## config.mk

```make
export PLATFORM = sky130hd
export DESIGN_NAME = mbist_fail_log
export DESIGN_NICKNAME = d
export VERILOG_FILES = /design/src/rtl/mbist_pkg.sv /design/src/rtl/mbist_bit_prio_enc.sv /design/src/rtl/mbist_fail_log.sv
export SDC_FILE = /design/constraint.sdc
export NUM_CORES = 1
export LEC_CHECK = 0
export ABC_AREA = 1
export ABC_CLOCK_PERIOD_IN_PS = 6150
export CAP_MARGIN = 20
export CORE_ASPECT_RATIO = 1.25
export CORE_MARGIN = 1.5
export CORE_UTILIZATION = 63
export DETAILED_ROUTE_END_ITERATION = 8
export MAX_ROUTING_LAYER = met4
export PLACE_DENSITY = 0.83
export SYNTH_ARGS = -nofsm -noshare
export SYNTH_HDL_FRONTEND = slang
export SYNTH_HIERARCHICAL = 1
export SYNTH_SLANG_ARGS = --single-unit
```

## constraint.sdc

```tcl
create_clock -name clk -period 6.15 [get_ports clk]
set_input_delay 0.615 -clock clk [delete_from_list [all_inputs] [get_ports clk]]
set_output_delay 0.615 -clock clk [all_outputs]
set_load 0.005 [all_outputs]
```

## src/rtl/mbist_pkg.sv

```systemverilog
// Shared definitions for the MBIST failure-capture stage: FSM encoding and
// the packing of a logged failure entry {addr, sel, bit, multi}.
package mbist_pkg;

  localparam logic [1:0] ST_IDLE    = 2'd0;
  localparam logic [1:0] ST_CAPTURE = 2'd1;
  localparam logic [1:0] ST_DRAIN   = 2'd2;

  // Entry layout, MSB first: addr, sel, lowest failing bit index, multi flag.
  function automatic int entry_width(input int addr_w, input int sel_w, input int bit_w);
    return addr_w + sel_w + bit_w + 1;
  endfunction

endpackage

```

## src/rtl/mbist_bit_prio_enc.sv

```systemverilog
// Lowest-set-bit encoder for an XOR syndrome, plus a flag telling whether
// more than one bit of the syndrome is set.
module mbist_bit_prio_enc #(
  parameter int DATA_WIDTH = 64
) (
  input  logic [DATA_WIDTH-1:0]         data,
  output logic [$clog2(DATA_WIDTH)-1:0] idx,
  output logic                          multi
);

  localparam int BW = $clog2(DATA_WIDTH);

  // Scanning from the top down leaves the lowest set bit as the final winner.
  always_comb begin
    idx = '0;
    for (int i = DATA_WIDTH - 1; i >= 0; i--) begin
      if (data[i]) idx = BW'(i);
    end
  end

  // Clearing the lowest set bit leaves something only if another bit was set.
  assign multi = |(data & (data - DATA_WIDTH'(1)));

endmodule

```

## src/rtl/mbist_fail_log.sv

```systemverilog
// Failure logger behind the MBIST controller: counts compare failures, logs
// unique ones into a show-ahead FIFO and presents them on a valid/ready port.
module mbist_fail_log
  import mbist_pkg::*;
#(
  parameter int ADDR_WIDTH = 16,
  parameter int DATA_WIDTH = 64,
  parameter int DEPTH      = 8,
  parameter int SEL_WIDTH  = 3
) (
  input  logic                          clk,
  input  logic                          rst_n,
  input  logic                          test_mode,
  input  logic                          fail_valid,
  input  logic [ADDR_WIDTH-1:0]         fail_addr,
  input  logic [SEL_WIDTH-1:0]          fail_sel,
  input  logic [DATA_WIDTH-1:0]         fail_xor,
  input  logic                          complete,
  input  logic                          log_ready,
  output logic                          log_valid,
  output logic [ADDR_WIDTH-1:0]         log_addr,
  output logic [SEL_WIDTH-1:0]          log_sel,
  output logic [$clog2(DATA_WIDTH)-1:0] log_bit,
  output logic                          log_multi,
  output logic [ADDR_WIDTH-1:0]         fail_count,
  output logic                          overflow,
  output logic                          done,
  output logic [1:0]                    state
);

  localparam int BW = $clog2(DATA_WIDTH);
  localparam int PW = $clog2(DEPTH);
  localparam int EW = entry_width(ADDR_WIDTH, SEL_WIDTH, BW);

  logic [EW-1:0]         mem [DEPTH];
  logic [PW-1:0]         wr_ptr, rd_ptr;
  logic [PW:0]           count, count_nxt;
  logic                  tm_q, tm_rise, session_start;
  logic [1:0]            state_nxt;
  logic                  last_vld;
  logic [ADDR_WIDTH-1:0] last_addr;
  logic [SEL_WIDTH-1:0]  last_sel;
  logic [BW-1:0]         enc_bit;
  logic                  enc_multi;
  logic                  accept, dup, push_req, full, push, pop, drop;

  mbist_bit_prio_enc #(.DATA_WIDTH(DATA_WIDTH)) u_enc (
    .data  (fail_xor),
    .idx   (enc_bit),
    .multi (enc_multi)
  );

  assign tm_rise       = test_mode && !tm_q;
  assign session_start = (state == ST_IDLE) && tm_rise;

  always_comb begin
    state_nxt = state;
    if (!test_mode) begin
      state_nxt = ST_IDLE;
    end else begin
      case (state)
        ST_IDLE:    if (tm_rise) state_nxt = ST_CAPTURE;
        ST_CAPTURE: if (complete) state_nxt = ST_DRAIN;
        ST_DRAIN:   state_nxt = ST_DRAIN;
        default:    state_nxt = ST_IDLE;
      endcase
    end
  end

  // Readout handshake: an entry transfers on a clock edge where log_valid and
  // log_ready are both high; log_valid never depends on log_ready.
  assign log_valid = (count != '0);
  assign {log_addr, log_sel, log_bit, log_multi} = mem[rd_ptr];

  assign accept   = (state == ST_CAPTURE) && fail_valid;
  assign dup      = last_vld && (fail_addr == last_addr) && (fail_sel == last_sel);
  assign push_req = accept && !dup;
  assign full     = (count == (PW + 1)'(DEPTH));
  assign pop      = log_valid && log_ready;
  assign push     = push_req && (!full || pop);
  assign drop     = push_req && full && !pop;

  always_comb begin
    count_nxt = count;
    case ({push, pop})
      2'b10:   count_nxt = count + (PW + 1)'(1);
      2'b01:   count_nxt = count - (PW + 1)'(1);
      default: count_nxt = count;
    endcase
  end

  always_ff @(posedge clk or negedge rst_n) begin
    if (!rst_n) begin
      tm_q       <= 1'b0;
      state      <= ST_IDLE;
      wr_ptr     <= '0;
      rd_ptr     <= '0;
      count      <= '0;
      fail_count <= '0;
      overflow   <= 1'b0;
      done       <= 1'b0;
      last_vld   <= 1'b0;
      last_addr  <= '0;
      last_sel   <= '0;
      for (int i = 0; i < DEPTH; i++) mem[i] <= '0;
    end else begin
      tm_q  <= test_mode;
      state <= state_nxt;
      if (session_start) begin
        wr_ptr     <= '0;
        rd_ptr     <= '0;
        count      <= '0;
        fail_count <= '0;
        overflow   <= 1'b0;
        done       <= 1'b0;
        last_vld   <= 1'b0;
      end else begin
        if (push) begin
          mem[wr_ptr] <= {fail_addr, fail_sel, enc_bit, enc_multi};
          wr_ptr      <= wr_ptr + PW'(1);
          last_vld    <= 1'b1;
          last_addr   <= fail_addr;
          last_sel    <= fail_sel;
        end
        if (pop) rd_ptr <= rd_ptr + PW'(1);
        count <= count_nxt;
        if (accept && (fail_count != '1)) fail_count <= fail_count + ADDR_WIDTH'(1);
        if (drop) overflow <= 1'b1;
        // done tracks FIFO emptiness only while draining; leaving to IDLE keeps it.
        if (state_nxt == ST_DRAIN) done <= (count_nxt == '0);
      end
    end
  end

endmodule
```

==> flow_summary.ini, run 1 <==
[yosys]
seq_area_frac_synth_pct = 44.6
synthFlopType = dfrtp_1
synthCells = 2066
synth_most_common_cell = nand2_1
ys_top_cells_by_count = nand2_1, nor2_1, dfrtp_1
async_flop_share_pct = 100
yosys_warnings = 6
synth.area.top_cells = dfrtp_1, nand2_1, nor2_1
synth-edff-count = 0
synth_top_cell_by_area = dfrtp_1
ys_types = 50
syn-num-nets = 2162
synth_top_area_share_pct = 44.6
synth.cell_area_um2 = 14500
synth_seq_cells = 259
synth.avg_cell_area_um2 = 7.04

[clock_tree]
clock-sinks = 259
cts.clk_slew.worst_paths_ns = 0.06
cts_hold_buffers = 0
h-tree-depth = 1
cts.repair.resized = 0
insertion_delay_ns = 0.53
cts_root_buffer = clkbuf_16
cts_setup_buffers = 0
cts_tree = done
cts_made_buffers = 27
clock_path_buffers = 3

[finish]
multi_input_area_um2 = 6710
final_area_um2 = 16600
drive_gt1_share_pct = 5.44
layoutNonFillerInstCount = 2434
regArea_um2 = 6480
area_growth_pct = 14.5
nets = 2228
fillers = 1768

[critical_path]
worst-path-max-fanout = 56
critPathKind = reg2out
cp-startpoint = rd_ptr[0]$_DFFE_PN0P_
setup.worst_path.end_class = output pin
reg2reg_from = count[0]$_DFF_PN0_
crit_arrival_ns = 3.91
startpoint_type = register
cp_data_required_time_ns = 5.53

[global_routing]
grt_pass1_vias = 13400
grt_usage_pct = 33.5
antenna_found_initial = 1
grt_overflow = 0
grt_pass1_wl_mm = 64.8
grt_start_max_net_pins = 152

[sta]
maxSlewHeadroom_pct = 25.5
fin_crit_ns = 4.52
fin_worst_skew_ns = 0.0134
slew_viol_final = 0
max_freq_mhz = 221
setup_ws_ns = 1.63
tns_ns = 0
final_hold_viol_count = 0
tightest_slew_ns = 1.12
setup_viol = 0
finalCritPeriodShare_pct = 73.5
rsz0062_at_grt = no

[die]
die-area_um2 = 24000
pin_count = 136
rows = 61
fp.dieW_um = 139
core_area_um2 = 22400
start_util_pct = 64.8
die_h_um = 173

[pwr]
swShare_pct = 36.1
vdd_drop_max_mv = 0.333
p_leak_uw = 0.00878
p_per_area_nw_per_um2 = 370
switchingPower_uw = 2230
finalPower_uw = 6170
p_comb_share_pct = 37.0
clkPwrFrac_pct = 26.2
internal-power_uw = 3940
sequentialPowerShare_pct = 36.8

[placed_design]
post-place-ws_ns = 1.16
place_inst = 2384
dpl.hpwl_mm = 23.4
gp_routability_congestion = 0.882
postPlaceCellArea_um2 = 15700
io_buffers = 135

[route]
wl_mm = 39.1
antenna_left = 0
wl_per_cell_um = 16.1
first_pass_iters = 6
drc = 0
first_iter_violations = 1143
dr_total_vias = 13800
vias_per_cell = 5.69

[run]
maxCapViolCount = 0

[run_status]
status = completed

[min_path]
hp-class = in2async
[sequential cells by signal, summed over array words and instances, names as in the netlist]
register	count
overflow	1
count	4
rd_ptr	3
fail_count	16
state	2
tm_q	1
last_sel	3
last_addr	16
wr_ptr	3
last_vld	1
done	1
mem	208
[power by group through the flow]
stage	Sequential [uW]	Combinational, uW	Clock, uW
global route	2300	2550	1700
detailed placement	2280	2230	0
global placement	2270	2190	0
CTS	2250	2260	1630
finish	2270	2280	1620
floorplan	2170	1450	0
[per-stage QoR]
step                      util (%)  hold WS (ns)
after floorplan                  -         0.319
after global placement        70.0         0.448
after detailed placement      70.0         0.460
after CTS                     73.9         0.203
after global routing          74.2         0.237
final                         74.2         0.144
[worst max-delay path, cell delays in order, from the launching register on]
cell and delay, ns:
dfrtp_2 0.65, inv_2 0.78, buf_4 0.62, o21ai_0 0.19, o22ai_1 0.16, nor2_1 0.08
a31oi_1 0.29, clkdlybuf4s50_1 0.57
[area by class of cell]
type	count	area share, %
Multi-Input combinational cell	1506	40.3
Tap cell	283	2.13
Timing Repair Buffer	145	8.92
Clock buffer	41	4.92
Clock inverter	6	0.421
Inverter	193	4.35
Sequential cell	259	39.0
Antenna cell	1	0.0150
[worst paths after layout]
path | endpoint | slack [ns] | depth (start not counted)
max | log_bit[5] | 1.63 | 7
min | mem[158]$_DFFE_PN0P_ | 0.14 | 1
max reg2reg | done$_DFFE_PN0P_ | 2.46 | 12
min reg2reg | rd_ptr[2]$_DFFE_PN0P_ | 0.47 | 1
max in group asynchronous | mem[153]$_DFFE_PN0P_ | 4.70 | 2
min in group clk | rd_ptr[2]$_DFFE_PN0P_ | 0.47 | 1
[routing by layer]
layer	vias to the layer above	track usage (%)	routed length (um)	part of all wire (%)
met5	-	-	0	0
met4	0	11.2	1240	3.2
met3	106	4.32	3250	8.3
met2	638	55.8	18900	48
met1	6509	42.6	15800	40
li1	6585	-	-	-
[cells by family after synthesis]
logic type      synth area share (%)
buf+inv                         9.30
fa+ha+maj                      0.654
xor+xnor                       0.603
flops                           44.6
simple gates                    33.9
compound gates                  11.0
[layout by cell type (no fill, tap or decap), types with 11 or more instances in the layout]
cell | synthesis | routed
o22ai_1 | 31 | 31
clkbuf_16 | 0 | 27
nand3_1 | 25 | 25
o21ai_1 | 11 | 11
a31oi_1 | 36 | 36
a21oi_1 | 33 | 33
o21ai_0 | 148 | 148
nor2_4 | 12 | 12
clkdlybuf4s50_1 | 0 | 134
inv_1 | 169 | 168
dfrtp_1 | 259 | 257
nor3_1 | 25 | 24
inv_2 | 22 | 23
nor2_1 | 279 | 279
nand2_1 | 821 | 821
No activity file was read; power rests on OpenSTA's default activity.
==> run 2, diff against run 1 <==
--- a/config.mk
+++ b/config.mk
@@ -6,14 +6,14 @@
 export NUM_CORES = 1
 export LEC_CHECK = 0
 export ABC_AREA = 1
-export ABC_CLOCK_PERIOD_IN_PS = 6150
+export ABC_CLOCK_PERIOD_IN_PS = 4250
 export CAP_MARGIN = 20
 export CORE_ASPECT_RATIO = 1.25
 export CORE_MARGIN = 1.5
-export CORE_UTILIZATION = 63
+export CORE_UTILIZATION = 58
 export DETAILED_ROUTE_END_ITERATION = 8
 export MAX_ROUTING_LAYER = met4
-export PLACE_DENSITY = 0.83
+export PLACE_DENSITY = 0.78
 export SYNTH_ARGS = -nofsm -noshare
 export SYNTH_HDL_FRONTEND = slang
 export SYNTH_HIERARCHICAL = 1
==> constraint.sdc (replaced) <==
create_clock -name clk -period 4.25 [get_ports clk]
set_input_delay 0.425 -clock clk [delete_from_list [all_inputs] [get_ports clk]]
set_output_delay 0.425 -clock clk [all_outputs]
set_load 0.005 [all_outputs]
==> flow_summary.ini, run 2 (same netlist as run 1, synthesis figures left out) <==
[clock_tree]
cts_root_buffer = clkbuf_16
cts.clk_slew.worst_paths_ns = 0.06
clock-sinks = 259
cts_hold_buffers = 0
cts_setup_buffers = 0
insertion_delay_ns = 0.53
cts_tree = done
clock_path_buffers = 3
h-tree-depth = 1
cts_made_buffers = 27

[finish]
layoutNonFillerInstCount = 2520
area_growth_pct = 17.0
nets = 2270
drive_gt1_share_pct = 7.21
post-route-util_pct = 69.2
top_regs = mem: 208 flops, fail_count: 16 flops, last_addr: 16 flops
antenna_cells = 0
largest_register = mem
largest_reg_flops = 208
final_cell_mix = nand2_1, nor2_1, dfrtp_1
final_common_cell = nand2_1

[critical_path]
max_stage_delay_ns = 0.44
reg2reg_from = count[0]$_DFF_PN0_
reg2regPathDepth = 13
crit_end = mem[0]$_DFFE_PN0P_
r2r_end = done$_DFFE_PN0P_
cp_data_required_time_ns = 4.66
critPathKind = in2reg
setup.worst_path.end_class = register
cp-startpoint = fail_xor[2]
r2r_slack_ns = 1.20
cp_slowest_cell = or4_4
cpMostUsedCell = inv_2
startpoint_type = input pin
crit_arrival_ns = 4.29
worst-path-max-fanout = 8

[pwr]
clkPwrFrac_pct = 26.5
vdd_drop_max_mv = 0.309
p_comb_share_pct = 37.6
swShare_pct = 35.8
sequentialPowerShare_pct = 35.9
internal-power_uw = 5790
p_per_area_nw_per_um2 = 531
switchingPower_uw = 3240
p_leak_uw = 0.00901

[die]
die-area_um2 = 26000
pin_count = 136
core_area_um2 = 24600
start_util_pct = 59.1
fp.dieW_um = 145
die_h_um = 180
rows = 64

[min_path]
hp-class = in2async

[sta]
max_freq_mhz = 258
tightest_slew_ns = 1.00
maxSlewHeadroom_pct = 33.1
final_hold_viol_count = 1
fin_worst_skew_ns = 0.0181
finalCritPeriodShare_pct = 91.3
setup_ws_ns = 0.368
holdWs_ns = -0.0000371
tns_ns = 0
rsz0062_at_grt = no
setup_viol = 0
fin_crit_ns = 3.88
slew_viol_final = 0

[route]
dr_total_vias = 14000
wl_mm = 40.1
vias_per_cell = 5.54
first_iter_violations = 991
first_pass_iters = 5
drc = 0
antenna_left = 0
wl_per_cell_um = 15.9

[global_routing]
grt_overflow = 0
grt_pass1_vias = 14100
grt_pass1_wl_mm = 66.9
antenna_found_initial = 0
grt_start_max_net_pins = 117
grt_usage_pct = 32.6

[placed_design]
post-place-ws_ns = -0.140
gp_routability_congestion = 0.873
place_inst = 2475
dpl.hpwl_mm = 24.8
io_buffers = 135

[run_status]
status = complete, but fails checks
violations = hold timing

[run]
maxCapViolCount = 0
## run 2: through the flow
| stage | total power (uW) | area, um^2 |
|---|---|---|
| after CTS | 9030 | 17000 |
| after global routing | 9590 | 17000 |
| after floorplan | 5240 | 14500 |
| final | 9030 | 17000 |
| after detailed placement | 6630 | 16100 |
| after global placement | 6520 | 16100 |
## run 2: power groups by stage
stage / registers (uW) / logic, uW / clock network (uW)
floorplan: 3140 / 2090 / 0
global placement: 3240 / 3280 / 0
detailed placement: 3270 / 3360 / 0
CTS: 3230 / 3390 / 2410
global route: 3290 / 3790 / 2510
finish: 3240 / 3390 / 2400
## run 2: area by class of cell
class / count / area [um^2]
sequential: 259 / 6480
inverter: 193 / 724
timing repair buffer: 187 / 1790
multi-input combinational: 1506 / 6710
fill: 2109 / 7570
tap: 330 / 413
clock buffer: 39 / 781
clock inverter: 6 / 108
## run 2: layer usage
layer  wire [um]  vias up  global-route usage, %  part of all wire (%)
li1            -     6680                      -                     -
met1       16000     6588                   40.4                    40
met2       19800      572                   54.1                    49
met3        3010      115                   3.68                   7.5
met4        1390        0                   13.3                   3.5
met5           0        -                      -                     0
## run 2: worst max-delay path: cells and delay by family
kind,cells,cell delay (ns)
AO/OA/AOI/OAI,1,0.31
AND/OR/NAND/NOR,21,2.49
buffers and inverters,9,1.06
## run 2: timing repair
item,4_1_cts,5_1_grt
gates resized for setup,0,9
endpoints found under the hold margin,0,0
endpoints found under the setup margin,0,8
## run 2: how the worst min path moves through the flow
| stage | startpoint | end | slack, ns | cells past startpoint |
|---|---|---|---|---|
| 3_3_place_gp | rd_ptr[2]$_DFFE_PN0P_ | rd_ptr[2]$_DFFE_PN0P_ | 0.44 | 1 |
| 3_5_place_dp | mem[104]$_DFFE_PN0P_ | mem[104]$_DFFE_PN0P_ | 0.46 | 2 |
| 2_1_floorplan | rst_n | count[0]$_DFF_PN0_ | 0.13 | 0 |
| 6_report | rst_n | mem[183]$_DFFE_PN0P_ | -0.00004 | 1 |
| 5_1_grt | rst_n | mem[183]$_DFFE_PN0P_ | 0.08 | 1 |
| 4_1_cts | rst_n | mem[183]$_DFFE_PN0P_ | 0.04 | 1 |
